==> config.mk <==
export PLATFORM = sky130hd
export DESIGN_NAME = mac_stage
export DESIGN_NICKNAME = d
export VERILOG_FILES = /design/src/rtl/mac_stage.sv
export SDC_FILE = /design/constraint.sdc
export NUM_CORES = 1
export LEC_CHECK = 0
export CORE_MARGIN = 5
export CORE_UTILIZATION = 59
export DETAILED_ROUTE_END_ITERATION = 16
export PLACE_DENSITY = 0.86
export SLEW_MARGIN = 20
export SYNTH_ARGS = -nofsm -noshare
export SYNTH_HDL_FRONTEND = slang
export SYNTH_SLANG_ARGS = --single-unit
==> constraint.sdc <==
create_clock -name clk -period 4 [get_ports clk]
set_input_delay 0.8 -clock clk [delete_from_list [all_inputs] [get_ports clk]]
set_output_delay 0.8 -clock clk [all_outputs]
set_load 0.01 [all_outputs]
==> src/rtl/mac_stage.sv <==
// mac_stage: multiply-accumulate stage fed by two operand FIFOs (A and B).
// Pops one operand pair per cycle, multiplies them and sums VEC_LEN products
// into a dot product. The result is handed off through a valid/ready handshake.
// Build option: define MAC_SATURATE_EN to clamp the accumulator on overflow.
// Without it the accumulator wraps.
module mac_stage #(
  parameter int unsigned DATA_WIDTH = 8,
  parameter int unsigned ACC_WIDTH  = 24,
  parameter int unsigned VEC_LEN    = 8
) (
  input  logic                  clk,
  input  logic                  rst,
  input  logic                  start,
  input  logic                  a_empty,
  input  logic                  b_empty,
  output logic                  a_rden,
  output logic                  b_rden,
  input  logic [DATA_WIDTH-1:0] a_data,
  input  logic [DATA_WIDTH-1:0] b_data,
  output logic                  busy,
  output logic [ACC_WIDTH-1:0]  result,
  output logic                  result_valid,
  input  logic                  result_ready,
  output logic                  ovf
);

  localparam int unsigned CntWidth  = $clog2(VEC_LEN + 1);
  localparam int unsigned ProdWidth = 2 * DATA_WIDTH;
  localparam logic [CntWidth-1:0] VecLen  = CntWidth'(VEC_LEN);
  localparam logic [CntWidth-1:0] LastIdx = CntWidth'(VEC_LEN - 1);

  typedef enum logic [1:0] {StIdle, StRun, StDone} state_e;

  state_e                 state_q, state_d;
  logic [CntWidth-1:0]    issue_cnt_q;
  logic [CntWidth-1:0]    acc_cnt_q;
  logic                   rd_vld_q;
  logic                   prod_vld_q;
  logic [ProdWidth-1:0]   prod_q;
  logic [ACC_WIDTH-1:0]   acc_q;
  logic [ACC_WIDTH-1:0]   acc_d;
  logic                   ovf_q;
  logic                   pop;
  logic                   accept;
  logic                   last_acc;
  logic [ACC_WIDTH:0]     sum;

  // Pop decode, accumulate datapath and output decode.
  always_comb begin
    // rst gates the enables so they drop the moment reset is asserted.
    pop      = !rst && (state_q == StRun) && !a_empty && !b_empty && (issue_cnt_q < VecLen);
    accept   = (state_q == StIdle) && start;
    last_acc = prod_vld_q && (acc_cnt_q == LastIdx);
    sum      = {1'b0, acc_q} + (ACC_WIDTH + 1)'(prod_q);
`ifdef MAC_SATURATE_EN
    acc_d    = sum[ACC_WIDTH] ? {ACC_WIDTH{1'b1}} : sum[ACC_WIDTH-1:0];
`else
    acc_d    = sum[ACC_WIDTH-1:0];
`endif
    a_rden       = pop;
    b_rden       = pop;
    busy         = (state_q != StIdle);
    result_valid = (state_q == StDone);
    result       = acc_q;
    ovf          = ovf_q;
  end

  // FSM next-state logic.
  always_comb begin
    state_d = state_q;
    unique case (state_q)
      StIdle:  if (start) state_d = StRun;
      StRun:   if (last_acc) state_d = StDone;
      StDone:  if (result_ready) state_d = StIdle;
      default: state_d = StIdle;
    endcase
  end

  // FSM state register.
  always_ff @(posedge clk or posedge rst) begin
    if (rst) begin
      state_q <= StIdle;
    end else begin
      state_q <= state_d;
    end
  end

  // Two-stage pipeline: read-data valid, then the registered product.
  always_ff @(posedge clk or posedge rst) begin
    if (rst) begin
      rd_vld_q   <= 1'b0;
      prod_vld_q <= 1'b0;
      prod_q     <= '0;
    end else begin
      rd_vld_q   <= pop;
      prod_vld_q <= rd_vld_q;
      if (rd_vld_q) begin
        prod_q <= ProdWidth'(a_data) * ProdWidth'(b_data);
      end
    end
  end

  // Counters, accumulator and sticky overflow. All are cleared on an accepted start.
  always_ff @(posedge clk or posedge rst) begin
    if (rst) begin
      issue_cnt_q <= '0;
      acc_cnt_q   <= '0;
      acc_q       <= '0;
      ovf_q       <= 1'b0;
    end else if (accept) begin
      issue_cnt_q <= '0;
      acc_cnt_q   <= '0;
      acc_q       <= '0;
      ovf_q       <= 1'b0;
    end else begin
      if (pop) begin
        issue_cnt_q <= issue_cnt_q + CntWidth'(1);
      end
      if (prod_vld_q) begin
        acc_q     <= acc_d;
        acc_cnt_q <= acc_cnt_q + CntWidth'(1);
        if (sum[ACC_WIDTH]) begin
          ovf_q <= 1'b1;
        end
      end
    end
  end

endmodule
==> flow_summary.json, run 1 <==
{
  "fin_nets": 751,
  "whs_ns": 0.495,
  "ctsHoldBuffers": 0,
  "cts_htree_levels": 2,
  "netlist_area_um2": 5080,
  "rows": 33,
  "gp_congestion": 0.846,
  "yosysTopAreaCell": "dfrtp_1",
  "min_period_ns": 4.27,
  "cts_sinks": 53,
  "yosys_warnings": 0,
  "antenna_cells": 0,
  "hpwl_mm": 9.11,
  "finalCritPeriodShare": 1.07,
  "fp.coreArea_um2": 8300,
  "synthTopCellsByCount": "61 x inv_1, 54 x ha_1, 53 x dfrtp_1, 49 x and2_1, 41 x nand2_1",
  "start_util": 0.612,
  "startpoint_type": "input pin",
  "p_int_mw": 2.44,
  "multi_input_area_um2": 3730,
  "grt_pass1_vias": 4680,
  "dr_wl_met3_um": 545,
  "p_comb_frac": 0.702,
  "cp_max_fo": 7,
  "drt-met1-wl_mm": 4.83,
  "synthesis.nets": 651,
  "final.setup.tns_ns": -0.969,
  "design_area_um2": 6450,
  "seq_area_frac_synth": 0.261,
  "power_density_nw_per_um2": 683,
  "hp-class": "reg -> reg",
  "cp.arrival_ns": 4.45,
  "rsz0062_at_grt": "yes",
  "ant_nets": 0,
  "syn-instance-count": 538,
  "yosysMostFrequentCell": "inv_1",
  "async_flop_share": 1.00,
  "area.growth.synth_to_final_pct": 26.9,
  "cp_slowest_cell": "fa_1",
  "routed_wl_mm": 12.2,
  "final-seq-area_um2": 1330,
  "die_w_um": 103,
  "finalMaxSlewViolations": 0,
  "cts-buffers-inserted": 5,
  "synth_area_leaders": "dfrtp_1 26%, fa_1 15%, ha_1 13%, and2_1 6.0%, inv_1 4.5%",
  "switching_share": 0.445,
  "track_usage": 0.244,
  "drt_iter0_drc": 260,
  "fin_skew_ns": 0.0162,
  "rrSetupSlack_ns": 1.38,
  "vias": 4318,
  "post-route-worst-setup-slack_ns": -0.266,
  "clock_latency_ns": 0.31,
  "max-slew-margin-rel": 0.425,
  "path_clk_slew_ns": 0.08,
  "grt_pass1_wl_mm": 20.9,
  "crit_family": "adder cells",
  "status": "complete, but fails checks",
  "violations": "negative setup slack",
  "finalNonFillerCells": 744,
  "synth_area_per_cell_um2": 9.44,
  "max-vdd-ir-drop_mv": 0.272,
  "cp_cell_sequence": "buf_12 > and2_4 > fa_1 > fa_1 > fa_1 > inv_2 > fa_1 > inv_2 > ha_4 > o21a_1 > o31a_1 > o22a_1 > xor2_1 > mux2_4",
  "required_ns": 4.18,
  "antenna_found_initial": 0,
  "placed_cell_area_um2": 6150,
  "die_h_um": 103,
  "grt.overflow.total": 0,
  "met2WireLength_mm": 6.51,
  "routed.top_layer": "met4",
  "clkPwrFrac": 0.072,
  "synth_ff_type": "dfrtp_1",
  "finalHoldViolations": 0,
  "synth_edf_count": 0,
  "end_kind": "flop",
  "drive_above_1_share": 0.252,
  "clock.fmax_ghz": 0.234,
  "worstSetupPathType": "in -> reg",
  "synth_top_area_share": 0.261,
  "drc": 0,
  "final_util": 0.777,
  "port_buffers": 50,
  "die_area_um2": 10600,
  "cpPeakStageDelay_ns": 0.57,
  "power.switching_mw": 1.96,
  "setup-violations-final": 7,
  "cts_buffer_depth": 2,
  "power.static_leakage_nw": 3.03,
  "dpl.cell_count": 732,
  "tightest_slew_ns": 0.862,
  "drv_cap": 0,
  "n_fill_cell": 486,
  "grt_start_max_net_pins": 54,
  "p_seq_frac": 0.226,
  "crit_top_cell": "fa_1",
  "firstDrtPassIters": 4,
  "cts_tree": "yes",
  "root_buffer": "clkbuf_8",
  "routedWlPerCell_um": 16.3,
  "synthDistinctLibCells": 63,
  "via_per_inst": 5.80,
  "top_level_ports": 51,
  "ys_ff_latch": 53,
  "critPathBufInv": 3
}
power groups by stage:
stage	registers, mW	clock network, mW	logic (mW)
floorplan	0.994	0	1.90
global placement	0.986	0	2.69
detailed placement	1.00	0	2.81
CTS	0.992	0.321	2.93
global route	1.03	0.345	3.40
finish	0.995	0.318	3.09
worst register-to-register path: cells and delay by family, from the launching register on:
kind,cells,cell delay [ns]
compound gates,4,0.70
fa+ha+maj,2,0.65
buf+inv,1,0.07
flops,1,0.38
simple gates,3,0.74
cell usage in the layout, fill, tap and decap left out, types with 6 or more instances in the layout:
| master | Yosys | routed |
|---|---|---|
| o21a_1 | 9 | 9 |
| and2_1 | 49 | 34 |
| mux2_2 | 8 | 7 |
| a21o_1 | 12 | 12 |
| inv_2 | 0 | 9 |
| inv_1 | 61 | 51 |
| mux2i_1 | 10 | 10 |
| o21ai_0 | 24 | 20 |
| nand2_1 | 41 | 37 |
| ha_1 | 54 | 45 |
| nand3_1 | 6 | 6 |
| clkbuf_8 | 0 | 6 |
| ha_4 | 0 | 7 |
| xnor2_1 | 8 | 8 |
| a21oi_1 | 24 | 20 |
| clkdlybuf4s50_1 | 0 | 34 |
| dfrtp_1 | 53 | 53 |
| buf_6 | 0 | 9 |
| nor2_1 | 32 | 32 |
| xor2_1 | 10 | 10 |
| and2_4 | 0 | 15 |
| fa_1 | 37 | 32 |
| buf_4 | 1 | 51 |
| nor3_1 | 12 | 11 |
| or3_1 | 7 | 7 |
final timing paths:
path / depth (start not counted) / startpoint / to
setup / recovery: 14 / a_data[3] / prod_q[11]
hold / removal: 1 / prod_q[9] / prod_q[9]
setup reg to reg: 10 / result[0] / result[16]
hold reg to reg: 1 / prod_q[9] / prod_q[9]
max in group asynchronous: 3 / rst / prod_q[8]
min in group asynchronous: 3 / rst / result[5]
area by class of cell:
class | instances | share of cell area
Tap cell | 105 | 0.0204
Sequential cell | 53 | 0.206
Timing Repair Buffer | 104 | 0.145
Multi-Input combinational cell | 413 | 0.578
Inverter | 61 | 0.0359
Clock inverter | 2 | 0.00252
Clock buffer | 6 | 0.0128
cells by family after synthesis:
| kind of cell | share of synthesized area |
|---|---|
| compound gates | 0.145 |
| fa+ha+maj | 0.279 |
| buf+inv | 0.0542 |
| flops | 0.261 |
| simple gates | 0.193 |
| mux | 0.0374 |
| xor+xnor | 0.0310 |
repair_timing:
item | CTS | global route
buffers inserted | 6 | 0
gates resized for setup | 97 | 34
gates cloned | 0 | 0
setup endpoints to repair | 10 | 8
pin swaps | 33 | 23
metal layers:
metal / global-route usage / up-vias
met3: 0.0304 / 24
met1: 0.290 / 2122
met4: 0.0867 / 0
li1: - / 2048
met2: 0.452 / 124
met5: 0 / -
stage by stage:
| step | setup slack, ns | power, mW |
|---|---|---|
| finish | -0.266 | 4.40 |
| CTS | -0.284 | 4.24 |
| floorplan | -0.228 | 2.89 |
| global route | -0.344 | 4.78 |
| global placement | -1.00 | 3.68 |
| detailed placement | -1.14 | 3.81 |
flip-flops by register name, summed over array words and instances (netlist names):
| register | count |
|---|---|
| rd_vld_q | 1 |
| acc_cnt_q | 4 |
| ovf | 1 |
| state_q | 2 |
| prod_vld_q | 1 |
| result | 24 |
| issue_cnt_q | 4 |
| prod_q | 16 |
Power figures use the tool's default switching activity.
==> run 2, diff against run 1 <==
- TNS_END_PERCENT: not set -> 20
==> flow_summary.json, run 2 (synthesis results as in run 1) <==
{
  "power.static_leakage_nw": 3.07,
  "path_clk_slew_ns": 0.08,
  "die_h_um": 103,
  "top_level_ports": 51,
  "grt_pass1_vias": 4566,
  "tightest_slew_ns": 0.757,
  "hpwl_mm": 9.33,
  "die_w_um": 103,
  "antenna_found_initial": 0,
  "cts-buffers-inserted": 5,
  "final-seq-area_um2": 1330,
  "drt_iter0_drc": 182,
  "fin_skew_ns": 0.0225,
  "finalNonFillerCells": 749,
  "vias": 4300,
  "finalCritPeriodShare": 1.06,
  "routed_wl_mm": 12.0,
  "final_common_cell": "buf_4",
  "rsz0062_at_grt": "yes",
  "die_area_um2": 10600,
  "max-vdd-ir-drop_mv": 0.335,
  "power_density_nw_per_um2": 679,
  "largest_reg_flops": 24,
  "fp.coreArea_um2": 8300,
  "grt.overflow.total": 0,
  "post-route-worst-setup-slack_ns": -0.227,
  "cts_tree": "yes",
  "totalPowerFinal_mw": 4.38,
  "firstDrtPassIters": 5,
  "max-slew-margin-rel": 0.495,
  "multi_input_area_um2": 3650,
  "fin_nets": 756,
  "area.growth.synth_to_final_pct": 27.1,
  "grt_start_max_net_pins": 54,
  "ant_nets": 0,
  "startpoint_type": "input pin",
  "cts_htree_levels": 2,
  "violations": "negative setup slack",
  "drive_above_1_share": 0.231,
  "port_buffers": 50,
  "dpl.cell_count": 732,
  "status": "complete, but fails checks",
  "antenna_cells": 0,
  "rows": 33,
  "drv_cap": 0,
  "cts_buffer_depth": 2,
  "required_ns": 4.19,
  "mostFrequentLayoutCells": "54 x buf_4, 53 x dfrtp_1, 52 x inv_1, 49 x ha_1, 40 x and2_1",
  "placed_cell_area_um2": 6130,
  "cp_max_fo": 7,
  "grt_pass1_wl_mm": 20.5,
  "finalMaxSlewViolations": 0,
  "cts_sinks": 53,
  "root_buffer": "clkbuf_8",
  "min_period_ns": 4.23,
  "hp-class": "reg -> reg",
  "end_kind": "flop",
  "design_area_um2": 6460,
  "track_usage": 0.239,
  "n_fill_cell": 513,
  "gp_congestion": 0.880,
  "clock_latency_ns": 0.32,
  "clock.fmax_ghz": 0.237,
  "routedWlPerCell_um": 16.0,
  "worstSetupPathType": "in -> reg",
  "start_util": 0.612,
  "via_per_inst": 5.74,
  "cp.arrival_ns": 4.42,
  "drc": 0,
  "setup-violations-final": 8,
  "finalHoldViolations": 0,
  "place_ws_ns": -1.07
}
[run 2: power by group]
part	switching (mW)	internal, mW	total [mW]
combinational	1.53	1.53	3.07
sequential	0.210	0.775	0.985
clock	0.191	0.143	0.334
total	1.93	2.45	4.38
[run 2: per-stage QoR]
stage / setup TNS [ns] / utilization / hold slack [ns]
2_1_floorplan: -0.812 / - / 0.372
3_3_place_gp: -7.62 / 0.738 / 0.470
3_5_place_dp: -8.78 / 0.738 / 0.476
4_1_cts: -1.32 / 0.769 / 0.495
5_1_grt: -1.85 / 0.778 / 0.509
6_report: -1.03 / 0.778 / 0.487
[run 2: timing repair]
item,CTS,global route
setup endpoints to repair,10,8
setup buffers,8,1
pin swaps,35,26
resized for setup,107,19
hold buffers,0,0
[run 2: worst max-delay path: stages]
cell and delay, ns:
buf_6 0.11, and2_4 0.16, fa_2 0.38, fa_1 0.48, fa_1 0.56, inv_1 0.05
fa_1 0.51, inv_2 0.06, ha_4 0.22, inv_2 0.06, a21oi_2 0.04, o31a_1 0.33
o22a_1 0.22, xor2_1 0.17, mux2_4 0.25
[run 2: area by class of cell]
class,count,area share
sequential,53,0.205
multi-input combinational,413,0.566
timing repair buffer,109,0.158
clock inverter,2,0.00252
tap,105,0.0203
inverter,61,0.0355
clock buffer,6,0.0128
[run 2: metal layers]
metal,global-route usage,vias up,routed length (µm)
met4,0.0588,0,165
met5,0,-,0
met2,0.443,100,6270
met1,0.297,2132,5130
met3,0.0250,18,427
li1,-,2050,-
[run 2: worst paths after layout]
check,start,to,slack (ns),cells after the start
max,a_data[3],prod_q[11],-0.23,15
min,prod_q[9],prod_q[9],0.49,1
max reg2reg,result[0],result[22],1.32,10
min reg2reg,prod_q[9],prod_q[9],0.49,1
max in group asynchronous,rst,prod_q[14],2.54,3
min in group asynchronous,rst,state_q[0],1.00,3
==> run 3, diff against run 2 <==
- PLACE_DENSITY: 0.86 -> 0.84
==> flow_summary.json, run 3 (synthesis results as in run 1) <==
{
  "drive_above_1_share": 0.214,
  "drc": 0,
  "min_period_ns": 4.20,
  "routed_wl_mm": 11.6,
  "status": "complete, but fails checks",
  "cp.arrival_ns": 4.41,
  "final.setup.tns_ns": -0.707,
  "firstDrtPassIters": 5,
  "rsz0062_at_grt": "yes",
  "vias": 4261,
  "die_h_um": 103,
  "placed_cell_area_um2": 6100,
  "cp_max_fo": 7,
  "gp_congestion": 0.868,
  "dpl.cell_count": 729,
  "cts-buffers-inserted": 5,
  "finalMaxSlewViolations": 0,
  "design_area_um2": 6280,
  "finalNonFillerCells": 741,
  "violations": "negative setup slack",
  "totalPowerFinal_mw": 4.20,
  "area.growth.synth_to_final_pct": 23.6,
  "cts_buffer_depth": 2,
  "hpwl_mm": 9.19,
  "antenna_found_initial": 0,
  "cts_tree": "yes",
  "via_per_inst": 5.75,
  "power_density_nw_per_um2": 669,
  "fin_nets": 748,
  "grt.overflow.total": 0,
  "cts_htree_levels": 2,
  "root_buffer": "clkbuf_8",
  "drv_cap": 0,
  "rows": 33,
  "clock.fmax_ghz": 0.238,
  "mostFrequentLayoutCells": "54 x inv_1, 54 x buf_4, 53 x dfrtp_1, 49 x ha_1, 40 x and2_1",
  "die_area_um2": 10600,
  "place_ws_ns": -1.06,
  "end_kind": "flop",
  "largest_reg_flops": 24,
  "cts_sinks": 53,
  "max-vdd-ir-drop_mv": 0.335,
  "r2r-start": "result[0]",
  "port_buffers": 50,
  "start_util": 0.612,
  "ant_nets": 0,
  "worstSetupPathType": "in -> reg",
  "clock_latency_ns": 0.32,
  "grt_pass1_vias": 4389,
  "ctsHoldBuffers": 0,
  "track_usage": 0.232,
  "grt_start_max_net_pins": 54,
  "path_clk_slew_ns": 0.10,
  "startpoint": "a_data[4]",
  "min_from": "prod_q[9]",
  "routedWlPerCell_um": 15.7,
  "setup-violations-final": 6,
  "finalHoldViolations": 0,
  "required_ns": 4.22,
  "finalCritPeriodShare": 1.05,
  "power.static_leakage_nw": 2.99,
  "die_w_um": 103,
  "grt_pass1_wl_mm": 19.7,
  "startpoint_type": "input pin",
  "tightest_slew_ns": 0.795,
  "rrSetupSlack_ns": 1.35,
  "max-slew-margin-rel": 0.470,
  "antenna_cells": 0,
  "drt_iter0_drc": 213,
  "n_fill_cell": 559,
  "post-route-worst-setup-slack_ns": -0.195,
  "fp.coreArea_um2": 8300,
  "top_level_ports": 51,
  "fin_skew_ns": 0.0134,
  "hp-class": "reg -> reg"
}
==> run 3: cell count changes in the layout (fill, tap and decap cells not counted), sizes merged <==
cell | previous run | this run
buf | 72 | 63
clkinv | 0 | 1
clkinvlp | 1 | 0
dlygate4sd2 | 2 | 3
==> run 3: layout make-up <==
type	instances	area (µm²)	area share
multi-input combinational	413	3610	0.575
sequential	53	1330	0.211
inverter	61	231	0.0368
timing repair buffer	101	892	0.142
clock inverter	2	13.8	0.00219
clock buffer	6	72.6	0.0116
tap	105	131	0.0209
==> run 3: where the power goes <==
| group | switching, mW | total (mW) | internal (mW) | leakage, nW |
|---|---|---|---|---|
| Sequential | 0.211 | 0.986 | 0.775 | 0.646 |
| Clock | 0.183 | 0.308 | 0.125 | 0.0456 |
| Combinational | 1.46 | 2.91 | 1.44 | 2.30 |
==> run 3: what timing repair did <==
action,in CTS,in global routing
resized for setup,81,19
gates cloned,0,0
setup buffers,2,2
pin swaps,14,11
setup endpoints to repair,11,8
==> run 3: path summary, 6_finish.rpt <==
check                                  end  cells after the start
worst max-delay path            prod_q[13]                     17
worst max register to register  result[16]                     10
max in group asynchronous        result[0]                      3
worst min register to register   prod_q[9]                      1
min in group asynchronous       result[18]                      3
worst min-delay path             prod_q[9]                      1
==> run 3: per-stage QoR <==
stage,hold slack [ns],utilization
final,0.496,0.757
after global routing,0.516,0.757
after CTS,0.501,0.749
after detailed placement,0.477,0.735
after global placement,0.470,0.735
after floorplan,0.372,-
==> run 3: worst max-delay path, stage by stage <==
cell and delay, ns:
buf_6 0.10, nand2_1 0.07, fa_1 0.48, fa_1 0.51, inv_1 0.05, fa_1 0.47, inv_1 0.05, fa_1 0.50
inv_2 0.05, ha_4 0.23, inv_4 0.06, a21oi_2 0.04, o31a_1 0.33, buf_4 0.15, o211ai_1 0.24, mux2i_1 0.22
nand2_1 0.06
==> run 3: routing by layer <==
| metal | vias to the layer above | part of all wire | GRT usage |
|---|---|---|---|
| met5 | - | 0 | 0 |
| met4 | 0 | 0.018 | 0.0797 |
| met3 | 24 | 0.042 | 0.0250 |
| met2 | 103 | 0.52 | 0.429 |
| met1 | 2092 | 0.42 | 0.280 |
| li1 | 2042 | - | - |
